`src/rtl/mem_ctrl_burst_if.sv`:
```
// Host-side command/data port of the burst memory controller.
// The controller uses the slave view; the host drives through the master view.
interface mem_ctrl_burst_if #(
  parameter int DATA_W = 32,
  parameter int ADDR_W = 16
);
  logic              cmd_n;
  logic              RDnWR;
  logic [ADDR_W-1:0] Addr_in;
  logic              Data_in_vld;
  logic [DATA_W-1:0] Data_in;
  logic              ready;
  logic [DATA_W-1:0] Data_out;
  logic              data_out_vld;

  modport slave (
    input  cmd_n, RDnWR, Addr_in, Data_in_vld, Data_in,
    output ready, Data_out, data_out_vld
  );

  modport master (
    output cmd_n, RDnWR, Addr_in, Data_in_vld, Data_in,
    input  ready, Data_out, data_out_vld
  );
endinterface

```
`src/rtl/mem_ctrl_burst.sv`:
```
// Open-row memory controller: single-word host requests become ACT/PRE/WR/RD
// commands with the word moved as a multi-beat burst on a narrow DQ bus.
module mem_ctrl_burst #(
  parameter int DATA_W = 32,
  parameter int DQ_W   = 8,
  parameter int RA_W   = 4,
  parameter int CA_W   = 12,
  parameter int TRCD   = 2,
  parameter int RD_LAT = 2
) (
  input  logic                clk,
  input  logic                rst,
  mem_ctrl_burst_if.slave     host,
  output logic [2:0]          command,
  output logic [RA_W-1:0]     RA,
  output logic [CA_W-1:0]     CA,
  output logic                cs_n,
  output logic [DQ_W-1:0]     dq_out,
  output logic                dq_oe,
  input  logic [DQ_W-1:0]     dq_in
);
  localparam int BEATS  = DATA_W / DQ_W;
  localparam int ADDR_W = RA_W + CA_W;
  localparam int MAX_AB = (BEATS > TRCD) ? BEATS : TRCD;
  localparam int MAXC   = (MAX_AB > RD_LAT) ? MAX_AB : RD_LAT;
  localparam int CNT_W  = $clog2(MAXC + 1);

  typedef enum logic [2:0] {
    S_IDLE, S_PRE, S_ACT, S_TRCD_WAIT, S_WR_BURST, S_RD_CMD, S_RD_WAIT, S_RD_BURST
  } state_e;

  typedef enum logic [2:0] {
    CMD_NOP = 3'b000, CMD_ACT = 3'b001, CMD_WR = 3'b010, CMD_RD = 3'b011, CMD_PRE = 3'b100
  } cmd_e;

  state_e            state_q, state_d;
  cmd_e              cmd_q, cmd_d;
  logic [CNT_W-1:0]  cnt_q, cnt_d;
  logic              rd_q, rd_d;
  logic [ADDR_W-1:0] addr_q, addr_d;
  logic [DATA_W-1:0] wdata_q, wdata_d;
  logic [DATA_W-1:0] rbuf_q, rbuf_d;
  logic              row_open_q, row_open_d;
  logic [RA_W-1:0]   open_row_q, open_row_d;
  logic [RA_W-1:0]   ra_q, ra_d;
  logic [CA_W-1:0]   ca_q, ca_d;
  logic              cs_n_q, cs_n_d;
  logic [DQ_W-1:0]   dq_out_q, dq_out_d;
  logic              dq_oe_q, dq_oe_d;
  logic [DATA_W-1:0] dout_q, dout_d;
  logic              dout_vld_q, dout_vld_d;
  logic              ready_q, ready_d;
  logic              accept, go_act, go_cmd;

  assign accept = !host.cmd_n && ready_q && (host.RDnWR || host.Data_in_vld);

  always_comb begin
    state_d    = state_q;
    cmd_d      = CMD_NOP;
    cnt_d      = cnt_q;
    rd_d       = rd_q;
    addr_d     = addr_q;
    wdata_d    = wdata_q;
    rbuf_d     = rbuf_q;
    row_open_d = row_open_q;
    open_row_d = open_row_q;
    ra_d       = ra_q;
    ca_d       = ca_q;
    dq_out_d   = dq_out_q;
    dq_oe_d    = 1'b0;
    dout_d     = dout_q;
    dout_vld_d = 1'b0;
    ready_d    = ready_q;
    go_act     = 1'b0;
    go_cmd     = 1'b0;

    case (state_q)
      S_IDLE: if (accept) begin
        addr_d  = host.Addr_in;
        wdata_d = host.Data_in;
        rd_d    = host.RDnWR;
        ready_d = 1'b0;
        if (!row_open_q) begin
          go_act = 1'b1;
        end else if (host.Addr_in[ADDR_W-1 -: RA_W] == open_row_q) begin
          go_cmd = 1'b1;
        end else begin
          state_d    = S_PRE;
          cmd_d      = CMD_PRE;
          row_open_d = 1'b0;
        end
      end
      S_PRE: go_act = 1'b1;
      S_ACT: begin
        if (TRCD == 1) begin
          go_cmd = 1'b1;
        end else begin
          state_d = S_TRCD_WAIT;
          cnt_d   = CNT_W'(1);
        end
      end
      S_TRCD_WAIT: begin
        if (cnt_q == CNT_W'(TRCD - 1)) go_cmd = 1'b1;
        else                            cnt_d  = cnt_q + CNT_W'(1);
      end
      S_WR_BURST: begin
        if (cnt_q == CNT_W'(BEATS - 1)) begin
          state_d = S_IDLE;
          ready_d = 1'b1;
        end else begin
          cnt_d    = cnt_q + CNT_W'(1);
          dq_oe_d  = 1'b1;
          dq_out_d = wdata_q[(int'(cnt_q) + 1) * DQ_W +: DQ_W];
        end
      end
      S_RD_CMD: begin
        if (RD_LAT == 1) begin
          state_d = S_RD_BURST;
          cnt_d   = '0;
        end else begin
          state_d = S_RD_WAIT;
          cnt_d   = CNT_W'(1);
        end
      end
      S_RD_WAIT: begin
        if (cnt_q == CNT_W'(RD_LAT - 1)) begin
          state_d = S_RD_BURST;
          cnt_d   = '0;
        end else begin
          cnt_d = cnt_q + CNT_W'(1);
        end
      end
      S_RD_BURST: begin
        rbuf_d[int'(cnt_q) * DQ_W +: DQ_W] = dq_in;
        if (cnt_q == CNT_W'(BEATS - 1)) begin
          dout_d     = rbuf_d;
          dout_vld_d = 1'b1;
          ready_d    = 1'b1;
          state_d    = S_IDLE;
        end else begin
          cnt_d = cnt_q + CNT_W'(1);
        end
      end
      default: state_d = S_IDLE;
    endcase

    // addr_d/wdata_d/rd_d already hold the live request when launched from IDLE
    if (go_act) begin
      state_d    = S_ACT;
      cmd_d      = CMD_ACT;
      ra_d       = addr_d[ADDR_W-1 -: RA_W];
      row_open_d = 1'b1;
      open_row_d = addr_d[ADDR_W-1 -: RA_W];
    end
    if (go_cmd) begin
      ca_d  = addr_d[CA_W-1:0];
      cnt_d = '0;
      if (rd_d) begin
        state_d = S_RD_CMD;
        cmd_d   = CMD_RD;
      end else begin
        state_d  = S_WR_BURST;
        cmd_d    = CMD_WR;
        dq_oe_d  = 1'b1;
        dq_out_d = wdata_d[DQ_W-1:0];
      end
    end
    cs_n_d = (cmd_d == CMD_NOP);
  end

  always_ff @(posedge clk or posedge rst) begin
    if (rst) begin
      state_q    <= S_IDLE;
      cmd_q      <= CMD_NOP;
      cnt_q      <= '0;
      rd_q       <= 1'b0;
      addr_q     <= '0;
      wdata_q    <= '0;
      rbuf_q     <= '0;
      row_open_q <= 1'b0;
      open_row_q <= '0;
      ra_q       <= '0;
      ca_q       <= '0;
      cs_n_q     <= 1'b1;
      dq_out_q   <= '0;
      dq_oe_q    <= 1'b0;
      dout_q     <= '0;
      dout_vld_q <= 1'b0;
      ready_q    <= 1'b1;
    end else begin
      state_q    <= state_d;
      cmd_q      <= cmd_d;
      cnt_q      <= cnt_d;
      rd_q       <= rd_d;
      addr_q     <= addr_d;
      wdata_q    <= wdata_d;
      rbuf_q     <= rbuf_d;
      row_open_q <= row_open_d;
      open_row_q <= open_row_d;
      ra_q       <= ra_d;
      ca_q       <= ca_d;
      cs_n_q     <= cs_n_d;
      dq_out_q   <= dq_out_d;
      dq_oe_q    <= dq_oe_d;
      dout_q     <= dout_d;
      dout_vld_q <= dout_vld_d;
      ready_q    <= ready_d;
    end
  end

  assign command           = cmd_q;
  assign RA                = ra_q;
  assign CA                = ca_q;
  assign cs_n              = cs_n_q;
  assign dq_out            = dq_out_q;
  assign dq_oe             = dq_oe_q;
  assign host.ready        = ready_q;
  assign host.Data_out     = dout_q;
  assign host.data_out_vld = dout_vld_q;
endmodule

```
`src/flat_wrapper.sv`:
```
// flat-port wrapper written by rule: the top's interface ports become plain ports
module mem_ctrl_burst_flat 
#(
  parameter int DATA_W = 32,
  parameter int DQ_W   = 8,
  parameter int RA_W   = 4,
  parameter int CA_W   = 12,
  parameter int TRCD   = 2,
  parameter int RD_LAT = 2
)
  (clk, rst, command, RA, CA, cs_n, dq_out, dq_oe, dq_in, host_cmd_n, host_RDnWR, host_Addr_in, host_Data_in_vld, host_Data_in, host_ready, host_Data_out, host_data_out_vld);
  mem_ctrl_burst_if #(.DATA_W(DATA_W), .ADDR_W((RA_W + CA_W))) host_i ();
  input  logic clk;
  input  logic rst;
  output logic [2:0] command;
  output logic [RA_W-1:0] RA;
  output logic [CA_W-1:0] CA;
  output logic cs_n;
  output logic [DQ_W-1:0] dq_out;
  output logic dq_oe;
  input  logic [DQ_W-1:0] dq_in;
  input wire logic [$bits(host_i.cmd_n)-1:0] host_cmd_n;
  input wire logic [$bits(host_i.RDnWR)-1:0] host_RDnWR;
  input wire logic [$bits(host_i.Addr_in)-1:0] host_Addr_in;
  input wire logic [$bits(host_i.Data_in_vld)-1:0] host_Data_in_vld;
  input wire logic [$bits(host_i.Data_in)-1:0] host_Data_in;
  output wire logic [$bits(host_i.ready)-1:0] host_ready;
  output wire logic [$bits(host_i.Data_out)-1:0] host_Data_out;
  output wire logic [$bits(host_i.data_out_vld)-1:0] host_data_out_vld;
  assign host_i.cmd_n = host_cmd_n;
  assign host_i.RDnWR = host_RDnWR;
  assign host_i.Addr_in = host_Addr_in;
  assign host_i.Data_in_vld = host_Data_in_vld;
  assign host_i.Data_in = host_Data_in;
  assign host_ready = host_i.ready;
  assign host_Data_out = host_i.Data_out;
  assign host_data_out_vld = host_i.data_out_vld;
  mem_ctrl_burst #(.DATA_W(DATA_W), .DQ_W(DQ_W), .RA_W(RA_W), .CA_W(CA_W), .TRCD(TRCD), .RD_LAT(RD_LAT)) u_core (.clk(clk), .rst(rst), .host(host_i), .command(command), .RA(RA), .CA(CA), .cs_n(cs_n), .dq_out(dq_out), .dq_oe(dq_oe), .dq_in(dq_in));
endmodule
```
`config.mk`:
```
export PLATFORM = sky130hd
export DESIGN_NAME = mem_ctrl_burst_flat
export DESIGN_NICKNAME = d
export VERILOG_FILES = /design/src/rtl/mem_ctrl_burst_if.sv /design/src/rtl/mem_ctrl_burst.sv /design/src/flat_wrapper.sv
export SDC_FILE = /design/constraint.sdc
export NUM_CORES = 1
export LEC_CHECK = 0
export CAP_MARGIN = 10
export CORE_MARGIN = 2
export CORE_UTILIZATION = 45
export DETAILED_ROUTE_END_ITERATION = 7
export PLACE_DENSITY = 0.79
export REMOVE_ABC_BUFFERS = 1
export SLEW_MARGIN = 20
export SYNTH_ARGS = -nofsm -noshare
export SYNTH_HDL_FRONTEND = slang
export SYNTH_SLANG_ARGS = --single-unit
export TNS_END_PERCENT = 1
```
`constraint.sdc`:
```
create_clock -name clk -period 6.95 [get_ports clk]
set_input_delay 1.0425 -clock clk [delete_from_list [all_inputs] [get_ports clk]]
set_output_delay 1.0425 -clock clk [all_outputs]
set_load 0.01 [all_outputs]
```
==> flow_summary.yaml, run 1 <==
drt:
  vias: 4638
  wl_um: 14400
  drtIter0Drc: 218
  avgViaCountPerCell: 5.50
  drc: 0
  drt_first_pass_iters: 4
  postRouteAntennaNets: 0
  drt-wirelength-per-cell_um: 17.1
cts:
  ctsResizeCount: 0
  post_cts_buffers: 0
  clk_path_buf_depth: 2
  cts_tree: "built"
  cts.clk_slew.worst_paths_ps: 60
  clk_root_buffer_cell: "clkbuf_16"
  clk_latency_ps: 420
  cts_buffers: 17
  postCtsHoldBufs: 0
  cts_sinks: 151
  htree_levels: 4
cells_and_area:
  fill_cells: 1133
  nNetsFinal: 715
  syn2layout_area_growth_pct: 29.9
  fin_cells: 843
  multiInputGateArea_mm2: 0.00253
  drive_gt1_share_pct: 17.1
  regArea_mm2: 0.00378
  diodes: 0
grt:
  grt_usage_pct: 19.6
  grt.overflow.total: 0
  grt_pass1_wl_um: 24400
  grt_pass1_vias: 4777
  grt_antenna_before_repair: 0
  grt_start_max_net_pins: 88
place:
  dp.cells: 811
  portBuffers: 123
  hpwl_um: 9700
  gp_congestion: 0.839
timing:
  post-route-period-util_pct: 48.2
  max_freq_ghz: 0.298
  final.min_clock_period_ps: 3350
  skew_ps: 10.4
  max_slew_margin_pct: 39.2
  setup_tns_ps: 0
  finalHoldViolCount: 0
  drv_slew: 0
  setup_violations: 0
  worst_pin_slew_ps: 886
  rsz0062_at_grt: "false"
synth:
  avgSynthCellArea_um2: 12.0
  ys_async_sr_fraction_pct: 100
  synthMostInstantiatedCell: "dfrtp_1"
  synthCells: 542
  synthTopCellsByArea: "dfrtp_1, mux2_2, o21ai_0"
  synth_common_cells: "dfrtp_1, mux2_2, nand2_1"
  yosys_most_used_dff: "dfrtp_1"
  yosys_register_bits: 151
  synth_largest_area_cell: "dfrtp_1"
  syn_area_mm2: 0.00653
  synth_top_cell_area_share_pct: 57.1
  seq_area_frac_synth_pct: 57.9
  synth_edf_count: 0
  yosys_warnings: 0
  yosysUniqueCellTypes: 48
critical_path:
  r2r_start: "u_core.cnt_q[1]"
  cp_max_fo: 15
  start_kind: "flop"
  cp.required_ps: 7250
  worst_path_most_repeated_cell: "ha_1"
  cpMaxStageDelayCell: "dfrtp_1"
  crit_family: "simple AND/OR/NAND/NOR gates"
  crit_chain: "inv_1, ha_1, ha_1, nor2_1, nand4_1, or3_1, mux2_1"
  critPathArrivalTime_ps: 3660
  path_class: "reg -> reg"
  critPathMaxStageDelay_ps: 810
  startpoint: "u_core.cnt_q[1]"
  crit_path_end_kind: "flop"
  worst-path-buf-inv: 1
floorplanning:
  start_util_pct: 45.4
  dieArea_mm2: 0.0155
  rows: 44
  io_pins: 124
  chipHeight_um: 124
  core_area_mm2: 0.0144
  die_w_um: 124
hold_path:
  hp-start: "u_core.host.Data_out[4]"
  min_path_type: "reg -> reg"
pwr:
  cellPowerDensity_mw_per_mm2: 445
  vdd_ir_drop_max_uv: 219
  leakage_nw: 3.77
job:
  drv_cap: 0
outcome:
  status: "finished clean"
## through the flow
stage,setup WS [ps],hold slack (ps),power (mW),utilization [%],area [um2]
finish,3600,483,3.77,59.0,8480
global route,3380,499,4.03,59.0,8480
CTS,3500,487,3.80,58.9,8460
detailed placement,3060,474,2.82,54.6,7850
global placement,3260,462,2.76,54.6,7850
floorplan,1850,464,2.23,-,6340
## layout by cell type, fill, tap and decap left out, types with 3 or more instances in the layout
master / netlist / layout
dfrtp_1: 149 / 149
o21ai_0: 51 / 51
nor3_1: 4 / 4
inv_1: 11 / 10
a22o_1: 24 / 24
bufinv_16: 0 / 4
nand2b_1: 3 / 3
buf_4: 3 / 3
a22oi_1: 31 / 31
mux2i_1: 19 / 19
clkinv_2: 0 / 3
and3_1: 3 / 3
nand3_1: 13 / 13
xnor2_1: 4 / 4
mux2_2: 71 / 71
clkbuf_16: 0 / 17
and2_1: 4 / 4
nand2_1: 53 / 53
a21oi_1: 8 / 8
nor2_1: 13 / 13
clkdlybuf4s50_1: 0 / 123
ha_1: 7 / 7
## sequential cells by signal, indices dropped and copies added, names as in the netlist, 4 cells and up
signal                count
u_core.host.Data_out     32
u_core.CA                12
u_core.open_row_q         4
u_core.dq_out             8
u_core.addr_q            16
u_core.wdata_q           32
u_core.rbuf_q            32
## layout make-up
type	count	share of cell area, %
clock buffer	19	5.22
clock inverter	12	2.08
inverter	11	0.546
multi-input combinational	339	29.9
sequential	151	44.6
tap	184	2.72
timing repair buffer	127	15.0
## power breakdown
| part | internal (mW) | switching [mW] |
|---|---|---|
| Combinational | 0.706 | 0.600 |
| Sequential | 1.25 | 0.257 |
| Clock | 0.608 | 0.353 |
| Total | 2.56 | 1.21 |
## worst paths after layout
path / cells after the start / slack, ps / to
worst max-delay path: 7 / 3600 / u_core.rbuf_q[6]
worst min-delay path: 2 / 480 / u_core.host.Data_out[4]
worst max register to register: 7 / 3600 / u_core.rbuf_q[6]
worst min register to register: 2 / 480 / u_core.host.Data_out[4]
max in group asynchronous: 3 / 4540 / u_core.host.Data_out[23]
min in group asynchronous: 2 / 1130 / u_core.addr_q[13]
## logic make-up (layout without fill, tap and decap cells)
| kind of cell | count (synthesis) | in the layout | share of synthesized area, % |
|---|---|---|---|
| adders and majority gates | 8 | 8 | 1.49 |
| and+or+nand+nor | 108 | 108 | 8.16 |
| AOI/OAI and AO/OA | 128 | 128 | 13.1 |
| DFF | 151 | 151 | 57.9 |
| buffers and inverters | 52 | 169 | 3.45 |
| muxes | 91 | 91 | 15.3 |
| xor gates and xnor gates | 4 | 4 | 0.537 |
## metal layers
metal  vias to the layer above  GRT usage, %  wire (um)
li1                       2158             -          -
met3                        12          7.13       1040
met2                       160          30.3       6790
met1                      2308          26.2       6470
met4                         0          5.22        107
met5                         -             0          0
## worst register-to-register path: stages, from the launching register on
cell	delay [ps]
dfrtp_1	810
inv_1	160
ha_1	230
ha_1	380
nor2_1	130
nand4_1	490
or3_1	670
mux2_1	360
No activity file was read; power rests on OpenSTA's default activity.
==> inputs of run 2 (changes only) <==
--- a/config.mk
+++ b/config.mk
@@ -9,7 +9,7 @@
 export CORE_MARGIN = 2
 export CORE_UTILIZATION = 45
 export DETAILED_ROUTE_END_ITERATION = 7
-export PLACE_DENSITY = 0.79
+export PLACE_DENSITY = 0.81
 export REMOVE_ABC_BUFFERS = 1
 export SLEW_MARGIN = 20
 export SYNTH_ARGS = -nofsm -noshare
==> constraint.sdc (replaced) <==
create_clock -name clk -period 2.7 [get_ports clk]
set_input_delay 0.405 -clock clk [delete_from_list [all_inputs] [get_ports clk]]
set_output_delay 0.405 -clock clk [all_outputs]
set_load 0.01 [all_outputs]
==> flow_summary.yaml, run 2 (synthesis gave the netlist of run 1 again) <==
outcome:
  status: "finished clean"
timing:
  post-route-period-util_pct: 89.2
  setup_violations: 0
  rsz0062_at_grt: "false"
  drv_slew: 0
  max_freq_ghz: 0.415
  fin_ws_ps: 293
  skew_ps: 7.25
  final.min_clock_period_ps: 2410
  max_slew_margin_pct: 59.0
  finalHoldViolCount: 0
  fin_hold_ws_ps: 407
  worst_pin_slew_ps: 614
grt:
  grt_antenna_before_repair: 0
  grt_pass1_wl_um: 24400
  grt_pass1_vias: 4816
  grt_start_max_net_pins: 66
  grt.overflow.total: 0
  grt_usage_pct: 19.6
place:
  dp_slack_ps: 256
  place_area_mm2: 0.00797
  hpwl_um: 10100
  gp_congestion: 0.842
  portBuffers: 123
hold_path:
  min_path_type: "in -> async"
drt:
  vias: 4675
  drt_first_pass_iters: 5
  wl_um: 14700
  drtIter0Drc: 284
  avgViaCountPerCell: 5.46
  drc: 0
  drt-wirelength-per-cell_um: 17.2
  postRouteAntennaNets: 0
cells_and_area:
  multiInputGateArea_mm2: 0.00253
  regArea_mm2: 0.00378
  syn2layout_area_growth_pct: 31.9
  final_area_mm2: 0.00861
  diodes: 0
  nNetsFinal: 727
  drive_gt1_share_pct: 18.8
  layout_commonest_cell: "dfrtp_1"
  fill_cells: 1113
  layout_common_cells: "dfrtp_1, clkdlybuf4s50_1, mux2_2"
floorplanning:
  core_area_mm2: 0.0144
  rows: 44
  chipHeight_um: 124
  die_w_um: 124
  io_pins: 124
  start_util_pct: 45.4
  dieArea_mm2: 0.0155
critical_path:
  crit_chain: "buf_4, ha_1, ha_1, nand3b_1, buf_4, nor2_1, a22oi_1, o21ai_0"
  crit_path_end_kind: "flop"
  crit_family: "simple AND/OR/NAND/NOR gates"
  start_kind: "flop"
  cp_max_fo: 14
  cpMaxStageDelayCell: "nor2_1"
  path_class: "reg -> reg"
  worst-path-buf-inv: 2
  critPathArrivalTime_ps: 2730
  cp.required_ps: 3030
  critPathMaxStageDelay_ps: 460
cts:
  cts_tree: "built"
  clk_root_buffer_cell: "clkbuf_16"
  htree_levels: 4
  clk_latency_ps: 420
  cts.clk_slew.worst_paths_ps: 60
  cts_buffers: 17
  cts_sinks: 151
  clk_path_buf_depth: 2
  postCtsHoldBufs: 0
  ctsResizeCount: 0
  post_cts_buffers: 0
job:
  drv_cap: 0
pwr:
  leakage_nw: 3.83
  finalPower_mw: 9.83
  vdd_ir_drop_max_uv: 756
  cellPowerDensity_mw_per_mm2: 1140
-- run 2: metrics by stage --
step,instances,util [%],TNS (ps)
2_1_floorplan,501,-,-274990
3_3_place_gp,824,55.5,0
3_5_place_dp,824,55.5,0
4_1_cts,856,59.9,0
5_1_grt,856,59.9,0
6_report,856,59.9,0
-- run 2: power breakdown --
group,total [mW],internal (mW),switching [mW]
clock network,2.54,1.62,0.924
registers,3.79,3.22,0.569
logic,3.50,1.86,1.64
total,9.83,6.70,3.13
-- run 2: final timing paths --
kind                                            end  slack (ps)  depth (start not counted)                      from
max                                u_core.dq_out[3]         290                          8           u_core.cnt_q[1]
min                               u_core.addr_q[14]         410                          2                       rst
max reg2reg                        u_core.dq_out[3]         290                          8           u_core.cnt_q[1]
min reg2reg                u_core.host.Data_out[18]         480                          2  u_core.host.Data_out[18]
max in group asynchronous  u_core.host.Data_out[20]        1540                          3                       rst
min in group clk           u_core.host.Data_out[18]         480                          2  u_core.host.Data_out[18]
-- run 2: routing by layer --
metal / track usage (%) / part of all wire (%) / vias up
met4: 5.35 / 1.6 / 0
met2: 31.5 / 47 / 161
met3: 6.70 / 6.6 / 22
met1: 25.6 / 45 / 2329
met5: 0 / 0 / -
li1: - / - / 2163
-- run 2: layout make-up --
cell class	count	share of cell area, %
Sequential cell	151	43.9
Multi-Input combinational cell	339	29.4
Timing Repair Buffer	139	16.0
Clock buffer	21	5.46
Tap cell	184	2.67
Clock inverter	11	1.99
Inverter	11	0.538
==> inputs of run 3 (changes only) <==
--- a/config.mk
+++ b/config.mk
@@ -9,7 +9,8 @@
 export CORE_MARGIN = 2
 export CORE_UTILIZATION = 45
 export DETAILED_ROUTE_END_ITERATION = 7
-export PLACE_DENSITY = 0.81
+export GPL_TIMING_DRIVEN = 1
+export PLACE_DENSITY = 0.8
 export REMOVE_ABC_BUFFERS = 1
 export SLEW_MARGIN = 20
 export SYNTH_ARGS = -nofsm -noshare
==> flow_summary.yaml, run 3 (synthesis gave the netlist of run 1 again) <==
cts:
  cts.clk_slew.worst_paths_ps: 60
  clk_path_buf_depth: 2
  cts_tree: "built"
  htree_levels: 4
  post_cts_buffers: 0
  postCtsHoldBufs: 0
  cts_sinks: 151
  cts_buffers: 17
  ctsResizeCount: 0
  clk_latency_ps: 430
  clk_root_buffer_cell: "clkbuf_16"
timing:
  rsz0062_at_grt: "false"
  final.min_clock_period_ps: 2420
  post-route-period-util_pct: 89.5
  finalHoldViolCount: 0
  setup_violations: 0
  max_freq_ghz: 0.414
  skew_ps: 10.3
  drv_slew: 0
  worst_pin_slew_ps: 737
  max_slew_margin_pct: 50.7
floorplanning:
  io_pins: 124
  rows: 44
  start_util_pct: 45.4
  die_w_um: 124
  core_area_mm2: 0.0144
  dieArea_mm2: 0.0155
  chipHeight_um: 124
drt:
  postRouteAntennaNets: 0
  vias: 4661
  drt-wirelength-per-cell_um: 17.4
  wl_um: 14900
  drt_first_pass_iters: 4
  avgViaCountPerCell: 5.44
  drc: 0
  drtIter0Drc: 293
cells_and_area:
  layout_common_cells: "dfrtp_1, clkdlybuf4s50_1, mux2_2"
  syn2layout_area_growth_pct: 32.3
  nNetsFinal: 728
  diodes: 0
  drive_gt1_share_pct: 18.9
  final_area_mm2: 0.00863
  layout_commonest_cell: "dfrtp_1"
place:
  gp_congestion: 0.801
  place_area_mm2: 0.00798
  portBuffers: 123
  hpwl_um: 10200
grt:
  grt_usage_pct: 19.9
  grt_pass1_vias: 4816
  grt_pass1_wl_um: 24600
  grt_antenna_before_repair: 0
  grt.overflow.total: 0
  grt_start_max_net_pins: 66
job:
  drv_cap: 0
critical_path:
  crit_path_end_kind: "flop"
  startpoint: "u_core.cnt_q[2]"
  start_kind: "flop"
  cp_max_fo: 9
  r2r_start: "u_core.cnt_q[2]"
  path_class: "reg -> reg"
  critPathArrivalTime_ps: 2770
  cp.required_ps: 3060
pwr:
  cellPowerDensity_mw_per_mm2: 1160
  vdd_ir_drop_max_uv: 646
  finalPower_mw: 9.99
  leakage_nw: 3.86
hold_path:
  min_path_type: "in -> async"
outcome:
  status: "finished clean"
[run 3: area by class of cell]
type                    instances  area (um2)
clock buffers                  18         429
clock inverters                14         230
fillers                      1130        5730
inverters                      11        46.3
multi-input cells             339        2530
flip-flops and latches        151        3780
well taps                     184         230
repair buffers                140        1380
[run 3: power breakdown]
part | total, mW | internal (mW) | switching [mW]
registers | 3.76 | 3.22 | 0.537
clock network | 2.65 | 1.73 | 0.922
logic | 3.59 | 1.87 | 1.71
[run 3: worst paths after layout]
path                                       endpoint  slack, ps  depth (start not counted)
min                               u_core.addr_q[12]        430                          2
max in group asynchronous          u_core.addr_q[6]       1530                          3
max reg2reg                       u_core.rbuf_q[18]        280                          6
min in group clk           u_core.host.Data_out[28]        480                          2
min reg2reg                u_core.host.Data_out[28]        480                          2
max                               u_core.rbuf_q[18]        280                          6
[run 3: stage by stage]
stage / TNS, ps / hold WS [ps] / utilization, % / setup WS [ps] / instances
floorplan: -274990 / 464 / - / -1770 / 501
global placement: 0 / 462 / 55.5 / 340 / 825
detailed placement: 0 / 471 / 55.5 / 234 / 825
CTS: 0 / 448 / 60.1 / 309 / 857
global route: 0 / 485 / 60.1 / 26.5 / 857
finish: 0 / 435 / 60.1 / 284 / 857
[run 3: worst max-delay path: stages, from the launching register on]
cell and delay (ps):
dfrtp_1 480, inv_1 110, ha_1 440, nand2_1 290
nor4_4 460, and2_1 370, a22o_1 200
[run 3: routing by layer]
layer	share of wire, %	vias up	wire (um)	track usage (%)
li1	-	2175	-	-
met1	45	2314	6700	26.1
met2	47	157	7060	31.7
met3	6.6	15	978	6.31
met4	1.0	0	150	5.88
met5	0	-	0	0
==> edit 1 (settings of run 2) <==
Make the reset (`rst`) synchronous in one clocked block.
--- a/src/rtl/mem_ctrl_burst.sv
+++ b/src/rtl/mem_ctrl_burst.sv
@@ -169,5 +169,5 @@
   end
 
-  always_ff @(posedge clk or posedge rst) begin
+  always_ff @(posedge clk) begin
     if (rst) begin
       state_q    <= S_IDLE;
Behaviour: differs if rst is asserted again (counterexample within 4 cycles, from zero or initial values and one cycle with rst high); with rst held inactive, the same outputs for 10 cycles.
==> edit 1 against run 2 <==
Area after synthesis decreased by 4.2%; count of clock-buffer cells in the layout increased by 3; design area decreased by 3.7%; core utilization increased by 0.53 points; routed wire length decreased by 2.9%; non-clock buffer count increased by 14; sequential cell count unchanged; setup slack got worse by 0.057 ns.
Power is not compared: it rests on default switching activity, and its combinational part moved more than twofold at a synthesized area within 25%.
==> edit 1: results (changes against run 2) <==
DR vias -> 5059 (+8.2%)
Top post-synthesis cells by area -> dfxtp_1 (48%), mux2i_1 (13%), nor2_1 (7.1%), a211oi_1 (6.0%), nand2_1 (3.5%)
Netlist cell types -> 50 (+4.2%)
Post-synth top cells -> dfxtp_1 (151), nor2_1 (119), mux2i_1 (83)
Starting DRT DRC Count -> 283 (-0.35%)
Ys async rst share -> 0% (-100 points)
Post-DR wirelength/cell -> 14.7 µm (-14%)
Critical path launch point -> u_core.state_q[0]$_SDFFE_PP0P_
GRT Total Usage -> 19.8% (+0.16 points)
CP max FO -> 10 (-4)
Crit path arrival time -> 2.73 ns (about the same)
Status -> finished clean
Sequential element share of the synthesized area -> 48.3% (-9.6 points)
Synth Warn # -> 0 (unchanged)
PortBufs -> 123 (unchanged)
Gpl congestion -> 0.841 (about the same)
Crit-path max cell delay -> 0.69 ns (+0.23 ns)
DP Cell Count -> 942 (+14%)
Non-Filler Instances -> 972 (+14%)
Final net count -> 847 (+17%)
Pin count of the biggest net entering global routing -> 65 (-1.5%)
Slew HR -> 53.7% (-5.3 points)
DPL Wire Length -> 9680 µm (-4.5%)
Clock-pin transition on the worst setup and hold timing paths -> 0.06 ns (about the same)
Dpl ws -> -0.103 ns (-0.359 ns)
Area post-placement -> 7730 µm² (-3.0%)
Cells after Synth -> 669 (+23%)
Layout cells sized above 1 -> 10.7% (-8.0 points)
Global-route wire length before repair -> 23400 µm (-4.0%)
-- edit 1: changes by cell type after synthesis, sizes merged, moves of 8 or more --
cell / change
o21ai: -47
dfrtp: -149
a22o: -24
nor2: +107
nand3: -8
dfxtp: +151
mux2: -58
a211oi: +52
mux2i: +65
clkbuf: +17
a22oi: -22
a21oi: +25
-- edit 1: worst paths after layout --
check,to,depth (start not counted),slack (ns)
hold reg to reg,u_core.wdata_q[9]$_SDFFE_PP0P_,2,0.45
setup reg to reg,u_core.dq_out[3]$_SDFF_PP0_,6,0.24
setup / recovery,u_core.dq_out[3]$_SDFF_PP0_,6,0.24
hold / removal,u_core.wdata_q[9]$_SDFFE_PP0P_,2,0.45
-- edit 1: worst reg2reg max path: stages, from the launching register on --
cell      delay, ns
dfxtp_1        0.33
nor2_1         0.29
or4b_2         0.69
buf_4          0.20
mux2i_4        0.31
and2_1         0.37
a211oi_1       0.12
-- edit 1: logic make-up after synthesis --
kind of cell    count (synthesis)  share of synthesized area [%]
buf+inv                        68                           4.88
compound gates                123                           13.9
flops                         151                           48.3
xor+xnor                        4                          0.560
simple gates                  219                           15.0
fa+ha+maj                       6                           1.16
mux                            98                           16.2
-- edit 1: power breakdown --
part	leakage (nW)	switching, mW	internal (mW)
combinational	1.59	0.579	0.535
sequential	1.22	0.0845	2.37
clock	0.273	0.855	1.36
total	3.08	1.52	4.27
-- edit 1: area by class of cell --
cell class | count | area, µm²
clock buffers | 24 | 492
clock inverters | 6 | 65.1
fillers | 1161 | 5430
inverters | 8 | 30.0
multi-input cells | 450 | 2950
flip-flops and latches | 151 | 3020
well taps | 180 | 225
repair buffers | 153 | 1500
-- edit 1: metal layers --
layer	routed length, µm	GRT usage (%)
met4	106	4.31
met3	744	5.76
met2	6910	32.4
met1	6550	26.0
met5	0	0
==> edit 2 (flow settings as in run 2) <==
Made on the original files. `TRCD` is set to 2 in 2 places; all go to 4.
--- a/src/rtl/mem_ctrl_burst.sv
+++ b/src/rtl/mem_ctrl_burst.sv
@@ -6,5 +6,5 @@
   parameter int RA_W   = 4,
   parameter int CA_W   = 12,
-  parameter int TRCD   = 2,
+  parameter int TRCD   = 4,
   parameter int RD_LAT = 2
 ) (
--- a/src/flat_wrapper.sv
+++ b/src/flat_wrapper.sv
@@ -6,5 +6,5 @@
   parameter int RA_W   = 4,
   parameter int CA_W   = 12,
-  parameter int TRCD   = 2,
+  parameter int TRCD   = 4,
   parameter int RD_LAT = 2
 )
Behaviour: not the same (Yosys sat finds a counterexample within 4 cycles, from zero or initial values and one cycle with rst high).
==> edit 2 against run 2 <==
Sequential share of layout area decreased by 0.84 points; area after synthesis increased by 3.5%; die area increased by 3.4%; power about the same; design area increased by 1.9%; sequential cell count unchanged; routed wire length decreased by 0.88%; fmax increased by 1.2%; count of clock-buffer cells in the layout decreased by 1; setup slack improved by 0.028 ns.
==> edit 2: results (changes against run 2) <==
Status -> finished clean
Reg2reg path depth -> 7 (-1)
DPL Wire Length -> 9870 µm (-2.6%)
Crit-path max cell delay -> 0.49 ns (+0.03 ns)
DP Cell Count -> 803 (-2.5%)
Sequential fraction of design power -> 38.7% (+0.2 points)
Crit path to -> u_core.rbuf_q[26]$_DFFE_PP0P_
Clock Skew -> 0.00884 ns (+0.00158 ns)
Global-route wire length before repair -> 23900 µm (-2.1%)
XOR/XNOR share of the synthesized area -> 0.648% (+0.11 points)
Compound-Gate Fraction of Synth Area -> 7.43% (-5.7 points)
# fillers -> 1106 (-0.63%)
Mux cell area share after synthesis -> 24.3% (+9.0 points)
Via/cell ratio -> 5.37 (-1.7%)
CP max FO -> 8 (-6)
Top post-synthesis cells by area -> dfrtp_1 (55%), mux2_2 (12%), mux2i_1 (6.1%), mux2_4 (4.2%), o21ai_0 (3.0%)
Layout cells sized above 1 -> 23.5% (+4.8 points)
Clk pwr -> 2.42 mW (-5%)
GRT Total Usage -> 18.9% (-0.72 points)
Reg-to-reg slack, setup -> 0.32 ns (+0.03 ns)
Reg-to-reg endpoint -> u_core.rbuf_q[26]$_DFFE_PP0P_
Netlist cell types -> 58 (+21%)
H-Tree Depth -> 4 (unchanged)
Sequential element share of the synthesized area -> 56.0% (-1.9 points)
Slew HR -> 53.8% (-5.2 points)
LEAKAGE -> 4.04 nW (+5.4%)
Maximum VDD drop -> 0.672 mV (-11%)
Final net count -> 704 (-3.2%)
Gpl congestion -> 0.797 (-5.3%)
Syn_area_per_cell -> 13.1 µm² (+9.1%)
Switch Pwr -> 3.10 mW (-1.1%)
Vias in the first global route -> 4744 (-1.5%)
Post-synth top cells -> dfrtp_1 (149), mux2_2 (73), mux2i_1 (41)
Final wirelength -> 14600 µm (-0.88%)
Post-Synth Adder-Cell Area -> 0.926% (-0.57 points)
Drt pass-1 iters -> 4 (-1)
edit 2: changes by cell type in the layout (fill, tap and decap cells not counted), moves of 7 or more:
cell	change
a22oi_1	-30
mux2i_1	+22
mux2_4	+19
a22o_1	-17
nand2_1	-17
o21ai_0	-11
mux2_1	+10
nand3_1	-10
o2bb2ai_1	+8
nor2_1	-7
edit 2: final cells by class:
cell class	instances	area, µm²	share of cell area [%]
inverters	12	50.0	0.570
well taps	184	230	2.62
flip-flops and latches	151	3780	43.1
multi-input cells	319	2740	31.2
clock inverters	12	150	1.71
repair buffers	137	1370	15.7
clock buffers	20	457	5.20
edit 2: through the flow:
stage / hold slack (ns) / area, µm² / setup WS (ns) / power, mW
final: 0.323 / 8780 / 0.320 / 9.84
after global routing: 0.335 / 8780 / 0.164 / 10.4
after CTS: 0.315 / 8780 / 0.309 / 9.90
after detailed placement: 0.465 / 8170 / 0.123 / 7.43
after global placement: 0.460 / 8170 / 0.201 / 7.25
after floorplan: 0.446 / 6560 / -1.77 / 5.85
edit 2: critical path, delay by kind of cell (launching register included):
| kind | cells | cell delay, ns |
|---|---|---|
| and+or+nand+nor | 3 | 0.86 |
| adders and majority gates | 2 | 0.49 |
| DFF | 1 | 0.43 |
| muxes | 1 | 0.40 |
| buffers and inverters | 1 | 0.09 |
edit 2: metal layers:
metal / share of wire [%] / GRT usage (%)
met5: 0 / 0
met3: 5.4 / 5.23
met1: 44 / 24.1
met2: 48 / 30.6
met4: 2.3 / 7.76
edit 2: logic make-up (layout without fill, tap and decap cells):
logic type               count (synthesis)  after routing
AND/OR/NAND/NOR                         85             85
multiplexers                           144            144
adder cells (fa/ha/maj)                  5              5
XOR/XNOR                                 5              5
flip-flops                             151            151
buffers and inverters                   44            181
AO/OA/AOI/OAI                           80             80
